File: src/rtl/ifetch_queue_if.sv
// Fetch-unit bus bundle: icache, predictor, decoder and ROB-side signals.
// master = fetch unit, slave = surrounding pipeline/testbench.
interface ifetch_queue_if;
  logic        icache_req;
  logic [31:0] icache_pc;
  logic        icache_valid;
  logic [31:0] icache_inst;
  logic        pred_query;
  logic [31:0] pred_pc;
  logic        pred_taken;
  logic        upd_valid;
  logic [31:0] upd_pc;
  logic        upd_taken;
  logic        dec_valid;
  logic [31:0] dec_inst;
  logic [31:0] dec_pc;
  logic        dec_pred;
  logic        dec_ready;
  logic        redirect;
  logic [31:0] redirect_pc;
  logic        jalr_done;
  logic [31:0] jalr_target;
  logic        br_done;
  logic [31:0] br_pc;
  logic        br_taken;

  modport master (
    output icache_req, icache_pc, pred_query, pred_pc,
           upd_valid, upd_pc, upd_taken,
           dec_valid, dec_inst, dec_pc, dec_pred,
    input  icache_valid, icache_inst, pred_taken, dec_ready,
           redirect, redirect_pc, jalr_done, jalr_target,
           br_done, br_pc, br_taken
  );

  modport slave (
    input  icache_req, icache_pc, pred_query, pred_pc,
           upd_valid, upd_pc, upd_taken,
           dec_valid, dec_inst, dec_pc, dec_pred,
    output icache_valid, icache_inst, pred_taken, dec_ready,
           redirect, redirect_pc, jalr_done, jalr_target,
           br_done, br_pc, br_taken
  );
endinterface

File: src/rtl/ifetch_queue.sv
// Single-outstanding fetch FSM with JAL/BR/JALR pre-decode and a QDEPTH-entry queue.
// Define IFETCH_STATIC_PRED_EN for backward-taken static branch prediction (no predictor query).
module ifetch_queue #(
  parameter int          QDEPTH   = 4,
  parameter logic [31:0] RESET_PC = 32'h0
) (
  input  logic           clk_in,
  input  logic           rst_n_in,
  input  logic           rdy_in,
  ifetch_queue_if.master bus
);
  localparam int AW = $clog2(QDEPTH);
  localparam logic [6:0] OP_JAL  = 7'b1101111;
  localparam logic [6:0] OP_BR   = 7'b1100011;
  localparam logic [6:0] OP_JALR = 7'b1100111;

  typedef enum logic [2:0] {S_FETCH, S_WAIT, S_PRED, S_JSTALL, S_DROP} state_t;

  function automatic logic [31:0] j_imm(input logic [31:0] i);
    return {{11{i[31]}}, i[31], i[19:12], i[20], i[30:21], 1'b0};
  endfunction

  function automatic logic [31:0] b_imm(input logic [31:0] i);
    return {{19{i[31]}}, i[31], i[7], i[30:25], i[11:8], 1'b0};
  endfunction

  state_t      state_q, state_d;
  logic [31:0] pc_q, pc_d;
  logic [31:0] hold_inst_q, hold_inst_d;
  logic        req_q, req_d;
  logic [31:0] req_pc_q, req_pc_d;
  logic        pq_q, pq_d;
  logic [31:0] pq_pc_q, pq_pc_d;
  logic        upd_v_q, upd_t_q;
  logic [31:0] upd_pc_q;

  logic [QDEPTH-1:0][31:0] qinst_q, qpc_q;
  logic [QDEPTH-1:0]       qpred_q;
  logic [AW-1:0]           head_q, tail_q;
  logic [AW:0]             cnt_q;

  logic        push, pop, flush, push_pred;
  logic [31:0] push_inst;
  logic [6:0]  opc;

  assign opc = bus.icache_inst[6:0];
  assign pop = (cnt_q != '0) && bus.dec_ready;

  always_comb begin
    state_d     = state_q;
    pc_d        = pc_q;
    hold_inst_d = hold_inst_q;
    req_d       = 1'b0;
    req_pc_d    = req_pc_q;
    pq_d        = 1'b0;
    pq_pc_d     = pq_pc_q;
    push        = 1'b0;
    push_inst   = bus.icache_inst;
    push_pred   = 1'b0;
    flush       = 1'b0;
    if (bus.redirect) begin
      // The outstanding response must still be swallowed if it has not arrived yet.
      flush   = 1'b1;
      pc_d    = bus.redirect_pc;
      state_d = (state_q == S_DROP || (state_q == S_WAIT && !bus.icache_valid)) ? S_DROP : S_FETCH;
    end else begin
      case (state_q)
        S_FETCH: if (int'(cnt_q) < QDEPTH) begin
          req_d    = 1'b1;
          req_pc_d = pc_q;
          state_d  = S_WAIT;
        end
        S_WAIT: if (bus.icache_valid) begin
          case (opc)
            OP_JAL: begin
              push    = 1'b1;
              pc_d    = pc_q + j_imm(bus.icache_inst);
              state_d = S_FETCH;
            end
            OP_BR: begin
`ifdef IFETCH_STATIC_PRED_EN
              push      = 1'b1;
              push_pred = bus.icache_inst[31];
              pc_d      = bus.icache_inst[31] ? pc_q + b_imm(bus.icache_inst) : pc_q + 32'd4;
              state_d   = S_FETCH;
`else
              hold_inst_d = bus.icache_inst;
              pq_d        = 1'b1;
              pq_pc_d     = pc_q;
              state_d     = S_PRED;
`endif
            end
            OP_JALR: begin
              push    = 1'b1;
              state_d = S_JSTALL;
            end
            default: begin
              push    = 1'b1;
              pc_d    = pc_q + 32'd4;
              state_d = S_FETCH;
            end
          endcase
        end
        // First PRED cycle is the query itself; the answer is sampled one cycle later.
        S_PRED: if (!pq_q) begin
          push      = 1'b1;
          push_inst = hold_inst_q;
          push_pred = bus.pred_taken;
          pc_d      = bus.pred_taken ? pc_q + b_imm(hold_inst_q) : pc_q + 32'd4;
          state_d   = S_FETCH;
        end
        S_JSTALL: if (bus.jalr_done) begin
          pc_d    = bus.jalr_target;
          state_d = S_FETCH;
        end
        S_DROP: if (bus.icache_valid) state_d = S_FETCH;
        default: state_d = S_FETCH;
      endcase
    end
  end

  always_ff @(posedge clk_in or negedge rst_n_in) begin
    if (!rst_n_in) begin
      state_q     <= S_FETCH;
      pc_q        <= RESET_PC;
      hold_inst_q <= '0;
      req_q       <= 1'b0;
      req_pc_q    <= '0;
      pq_q        <= 1'b0;
      pq_pc_q     <= '0;
      upd_v_q     <= 1'b0;
      upd_t_q     <= 1'b0;
      upd_pc_q    <= '0;
    end else if (rdy_in) begin
      state_q     <= state_d;
      pc_q        <= pc_d;
      hold_inst_q <= hold_inst_d;
      req_q       <= req_d;
      req_pc_q    <= req_pc_d;
      pq_q        <= pq_d;
      pq_pc_q     <= pq_pc_d;
      upd_v_q     <= bus.br_done;
      if (bus.br_done) begin
        upd_pc_q <= bus.br_pc;
        upd_t_q  <= bus.br_taken;
      end
    end
  end

  always_ff @(posedge clk_in or negedge rst_n_in) begin
    if (!rst_n_in) begin
      qinst_q <= '0;
      qpc_q   <= '0;
      qpred_q <= '0;
      head_q  <= '0;
      tail_q  <= '0;
      cnt_q   <= '0;
    end else if (rdy_in) begin
      if (flush) begin
        head_q <= '0;
        tail_q <= '0;
        cnt_q  <= '0;
      end else begin
        if (push) begin
          qinst_q[tail_q] <= push_inst;
          qpc_q[tail_q]   <= pc_q;
          qpred_q[tail_q] <= push_pred;
          tail_q          <= tail_q + AW'(1);
        end
        if (pop) head_q <= head_q + AW'(1);
        cnt_q <= cnt_q + (AW+1)'(push) - (AW+1)'(pop);
      end
    end
  end

  assign bus.icache_req = req_q;
  assign bus.icache_pc  = req_pc_q;
  assign bus.pred_query = pq_q;
  assign bus.pred_pc    = pq_pc_q;
  assign bus.upd_valid  = upd_v_q;
  assign bus.upd_pc     = upd_pc_q;
  assign bus.upd_taken  = upd_t_q;
  assign bus.dec_valid  = (cnt_q != '0);
  assign bus.dec_inst   = qinst_q[head_q];
  assign bus.dec_pc     = qpc_q[head_q];
  assign bus.dec_pred   = qpred_q[head_q];
endmodule

File: src/flat_wrapper.sv
// flat-port wrapper written by rule: the top's interface ports become plain ports
module ifetch_queue_flat 
#(
  parameter int          QDEPTH   = 4,
  parameter logic [31:0] RESET_PC = 32'h0
)
  (clk_in, rst_n_in, rdy_in, bus_icache_req, bus_icache_pc, bus_pred_query, bus_pred_pc, bus_upd_valid, bus_upd_pc, bus_upd_taken, bus_dec_valid, bus_dec_inst, bus_dec_pc, bus_dec_pred, bus_icache_valid, bus_icache_inst, bus_pred_taken, bus_dec_ready, bus_redirect, bus_redirect_pc, bus_jalr_done, bus_jalr_target, bus_br_done, bus_br_pc, bus_br_taken);
  ifetch_queue_if bus_i ();
  input  logic clk_in;
  input  logic rst_n_in;
  input  logic rdy_in;
  output wire logic [$bits(bus_i.icache_req)-1:0] bus_icache_req;
  output wire logic [$bits(bus_i.icache_pc)-1:0] bus_icache_pc;
  output wire logic [$bits(bus_i.pred_query)-1:0] bus_pred_query;
  output wire logic [$bits(bus_i.pred_pc)-1:0] bus_pred_pc;
  output wire logic [$bits(bus_i.upd_valid)-1:0] bus_upd_valid;
  output wire logic [$bits(bus_i.upd_pc)-1:0] bus_upd_pc;
  output wire logic [$bits(bus_i.upd_taken)-1:0] bus_upd_taken;
  output wire logic [$bits(bus_i.dec_valid)-1:0] bus_dec_valid;
  output wire logic [$bits(bus_i.dec_inst)-1:0] bus_dec_inst;
  output wire logic [$bits(bus_i.dec_pc)-1:0] bus_dec_pc;
  output wire logic [$bits(bus_i.dec_pred)-1:0] bus_dec_pred;
  input wire logic [$bits(bus_i.icache_valid)-1:0] bus_icache_valid;
  input wire logic [$bits(bus_i.icache_inst)-1:0] bus_icache_inst;
  input wire logic [$bits(bus_i.pred_taken)-1:0] bus_pred_taken;
  input wire logic [$bits(bus_i.dec_ready)-1:0] bus_dec_ready;
  input wire logic [$bits(bus_i.redirect)-1:0] bus_redirect;
  input wire logic [$bits(bus_i.redirect_pc)-1:0] bus_redirect_pc;
  input wire logic [$bits(bus_i.jalr_done)-1:0] bus_jalr_done;
  input wire logic [$bits(bus_i.jalr_target)-1:0] bus_jalr_target;
  input wire logic [$bits(bus_i.br_done)-1:0] bus_br_done;
  input wire logic [$bits(bus_i.br_pc)-1:0] bus_br_pc;
  input wire logic [$bits(bus_i.br_taken)-1:0] bus_br_taken;
  assign bus_icache_req = bus_i.icache_req;
  assign bus_icache_pc = bus_i.icache_pc;
  assign bus_pred_query = bus_i.pred_query;
  assign bus_pred_pc = bus_i.pred_pc;
  assign bus_upd_valid = bus_i.upd_valid;
  assign bus_upd_pc = bus_i.upd_pc;
  assign bus_upd_taken = bus_i.upd_taken;
  assign bus_dec_valid = bus_i.dec_valid;
  assign bus_dec_inst = bus_i.dec_inst;
  assign bus_dec_pc = bus_i.dec_pc;
  assign bus_dec_pred = bus_i.dec_pred;
  assign bus_i.icache_valid = bus_icache_valid;
  assign bus_i.icache_inst = bus_icache_inst;
  assign bus_i.pred_taken = bus_pred_taken;
  assign bus_i.dec_ready = bus_dec_ready;
  assign bus_i.redirect = bus_redirect;
  assign bus_i.redirect_pc = bus_redirect_pc;
  assign bus_i.jalr_done = bus_jalr_done;
  assign bus_i.jalr_target = bus_jalr_target;
  assign bus_i.br_done = bus_br_done;
  assign bus_i.br_pc = bus_br_pc;
  assign bus_i.br_taken = bus_br_taken;
  ifetch_queue #(.QDEPTH(QDEPTH), .RESET_PC(RESET_PC)) u_core (.clk_in(clk_in), .rst_n_in(rst_n_in), .rdy_in(rdy_in), .bus(bus_i));
endmodule
File: config.mk
export PLATFORM = sky130hd
export DESIGN_NAME = ifetch_queue_flat
export DESIGN_NICKNAME = d
export VERILOG_FILES = /design/src/rtl/ifetch_queue_if.sv /design/src/rtl/ifetch_queue.sv /design/src/flat_wrapper.sv
export SDC_FILE = /design/constraint.sdc
export NUM_CORES = 1
export LEC_CHECK = 0
export CORE_UTILIZATION = 56
export DETAILED_ROUTE_END_ITERATION = 10
export GPL_ROUTABILITY_DRIVEN = 0
export PLACE_DENSITY = 0.93
export SYNTH_ARGS = -nofsm -noshare
export SYNTH_HDL_FRONTEND = slang
export SYNTH_SLANG_ARGS = --single-unit
File: constraint.sdc
create_clock -name clk_in -period 3.2 [get_ports clk_in]
set_input_delay 0.64 -clock clk_in [delete_from_list [all_inputs] [get_ports clk_in]]
set_output_delay 0.64 -clock clk_in [all_outputs]
set_load 0.01 [all_outputs]
==> out/metrics.yaml <==
pwr_density_cell_mw_per_mm2: 706.1
synth.largest_area_cell: "dfrtp_1"
synth-seq-area-share_pct: 47.41
die_w_um: 204.3
postCtsHoldBufs: 0
critPathCaptureType: "flop"
violations: "negative setup slack"
stdcell_area_mm2: 0.02937
status: "complete, but fails checks"
dieArea_mm2: 0.04172
dpl.hpwl_um: 51240
grt_max_degree: 79
leakage_nw: 13.29
via_per_inst: 6.550
num-fill-cells: 2462
syn-cell-area_mm2: 0.02291
finalHoldViolations: 0
avgSynthCellArea_um2: 11.13
clk_latency_ns: 0.58
irDropWorstVdd_v: 0.0004797
clock-sinks: 434
report.final.slew_viol_count: 0
dr.pass1.iters: 7
synth_nets: 2267
ctsRootBufferMaster: "clkbuf_16"
ys_ff_latch: 434
grt_pass1_vias: 20108
antenna_found_initial: 6
netlist_top_cells_area: "dfrtp_1 47%, mux2_2 12%, mux4_2 6.4%"
r2r_cells: 12
vias: 19767
r2r_slack_ns: -0.01
drt_iter0_drc: 2206
crit_type: "flop to flop"
syn_inst: 2059
maxCapViolations: 0
htreeDepth: 2
layout.nets: 2666
critPathLaunchType: "flop"
num_rows: 73
antenna_left: 0
wl_per_cell_um: 24.36
place_area_mm2: 0.02776
fin_skew_ns: 0.02104
synth_async_sr_flop_share_pct: 100.0
setup-violations-final: 1
yosysUniqueCellTypes: 83
grt.overflow.total: 0
crit_required_ns: 3.70
ys.flop_type: "dfrtp_1"
r2r-end: "u_core.pc_q[31]"
track_usage_pct: 35.36
rr_startpoint: "u_core.hold_inst_q[8]"
critPathArrivalTime_ns: 3.71
relSlewSlack_pct: 27.34
coreArea_mm2: 0.04001
io_buffers: 303
cts.clk_slew.worst_paths_ns: 0.06
die_h_um: 204.3
numCtsBuffers: 45
clockBufferDepth: 3
hold_class: "primary input to async pin"
fmax_mhz: 311.3
area_growth_pct: 28.22
fin_crit_sh_pct: 100.4
finalWorstSetupSlack_ns: -0.01219
yosysTopAreaCellShare_pct: 47.41
final_util_pct: 73.42
tightest_slew_ns: 1.086
cts_tree: "yes"
drive_gt1_share_pct: 25.33
grt_pass1_wl_um: 112500
crit_fanout: 3
place_ws_ns: -0.6789
synth_edf_count: 0
drt-total-wl_um: 73530
period_needed_ns: 3.212
yosysWarnings: 0
io_pins: 304
start_util_pct: 57.26
drc: 0
-- cell families (layout without fill, tap and decap cells) --
kind of cell             after synthesis  after routing  synth area share, %
AND/OR/NAND/NOR                      457            457                8.963
other                                  0              2                    0
buffers and inverters                175            607                3.053
AO/OA/AOI/OAI                        496            496                13.52
XOR/XNOR                              77             77                2.944
flip-flops                           434            434                47.41
adder cells (fa/ha/maj)               70             70                3.922
multiplexers                         350            350                20.19
-- metal layers --
| layer | share of wire (%) | global-route usage [%] | vias to the layer above | wire length, µm |
|---|---|---|---|---|
| li1 | - | - | 8316 | - |
| met1 | 37 | 45.63 | 9692 | 27220 |
| met2 | 46 | 55.48 | 1386 | 33650 |
| met3 | 11 | 7.972 | 369 | 8109 |
| met5 | 0.031 | 0 | - | 23 |
| met4 | 6.2 | 19.32 | 4 | 4530 |
-- synthesized netlist by cell type (all sizes together) (23+ instances only) --
master / instances
a21o: 24
a21oi: 93
a221oi: 23
and3: 23
buf: 37
clkbuf: 104
dfrtp: 434
ha: 67
inv: 32
mux2: 246
mux2i: 39
mux4: 65
nand2: 241
nand3: 32
nor2: 81
o21ai: 230
xnor2: 45
xor2: 32
-- through the flow --
step | power, mW | hold slack, ns | std cells | setup TNS (ns)
finish | 20.74 | 0.02298 | 3018 | -0.01219
global route | 21.60 | 0.07824 | 3018 | -0.006520
CTS | 20.60 | 0.05479 | 3013 | 0
detailed placement | 15.19 | 0.4535 | 2932 | -46.32
global placement | 14.78 | 0.4489 | 2932 | -29.16
floorplan | 11.49 | 0.3444 | 2059 | 0
-- worst max path at each step --
| stage | from | endpoint | slack, ns |
|---|---|---|---|
| after global routing | u_core.hold_inst_q[8] | u_core.pc_q[31] | -0.007 |
| after global placement | bus_icache_inst[21] | u_core.pc_q[31] | -0.57 |
| after floorplan | bus_icache_inst[21] | u_core.pc_q[31] | 0.23 |
| after CTS | u_core.hold_inst_q[31] | u_core.pc_q[31] | 0.03 |
| final | u_core.hold_inst_q[8] | u_core.pc_q[31] | -0.01 |
| after detailed placement | bus_icache_inst[21] | u_core.pc_q[31] | -0.68 |
-- registers in the layout, summed over array words and instances, names as in the netlist, 3 cells and up --
signal	cells
u_core.bus.icache_pc	32
u_core.bus.pred_pc	32
u_core.bus.upd_pc	32
u_core.cnt_q	3
u_core.hold_inst_q	32
u_core.pc_q	32
u_core.qinst_q	128
u_core.qpc_q	128
u_core.qpred_q	4
u_core.state_q	3
-- final cells by class --
cell class	count	area (µm²)	area share (%)
Antenna cell	2	5.005	0.01704
Clock buffer	66	1345	4.579
Clock inverter	14	137.6	0.4686
Inverter	34	127.6	0.4345
Multi-Input combinational cell	1450	11480	39.10
Sequential cell	434	10870	37.00
Tap cell	525	656.9	2.236
Timing Repair Buffer	493	4750	16.17
-- critical path: stages (launching register included) --
cell and delay (ns):
dfrtp_1 0.42, ha_2 0.22, fa_2 0.36, a211oi_2 0.24, buf_4 0.15, o21bai_2 0.10
nand4_2 0.21, a31oi_4 0.14, a221oi_4 0.42, mux2i_1 0.32, a41oi_2 0.15, xnor2_1 0.15
a211oi_2 0.24
-- where the power goes --
part,internal (mW),switching [mW],total [mW]
clock,3.08,2.26,5.33
sequential,6.56,0.787,7.35
combinational,4.12,3.93,8.06
total,13.8,6.98,20.7
-- placed cells by master, fill, tap and decap left out, types with 8 or more instances in the layout --
cell / instances
a211oi_1: 15
nand2_1: 237
clkbuf_16: 45
and3_1: 19
a21o_1: 24
o211ai_1: 12
clkbuf_8: 14
inv_1: 32
dfrtp_1: 431
o21a_1: 8
xnor2_1: 45
a221oi_1: 19
o21ai_0: 226
buf_12: 21
a31oi_1: 13
o21bai_1: 8
nor2_1: 81
nor3_1: 13
nand3_1: 32
a21oi_1: 89
mux2i_1: 39
nand2b_1: 10
mux4_2: 65
clkdlybuf4s50_1: 301
mux2_2: 246
buf_4: 167
xor2_1: 32
ha_1: 66
nand4_1: 13
-- what timing repair did --
| action | in CTS | in global routing |
|---|---|---|
| endpoints found under the setup margin | 4 | 8 |
| resized for setup | 6 | 15 |
| hold endpoints to repair | 0 | 0 |
| setup buffers | 1 | 3 |
| pin swaps | 2 | 4 |
No activity file was read; power rests on OpenSTA's default activity.
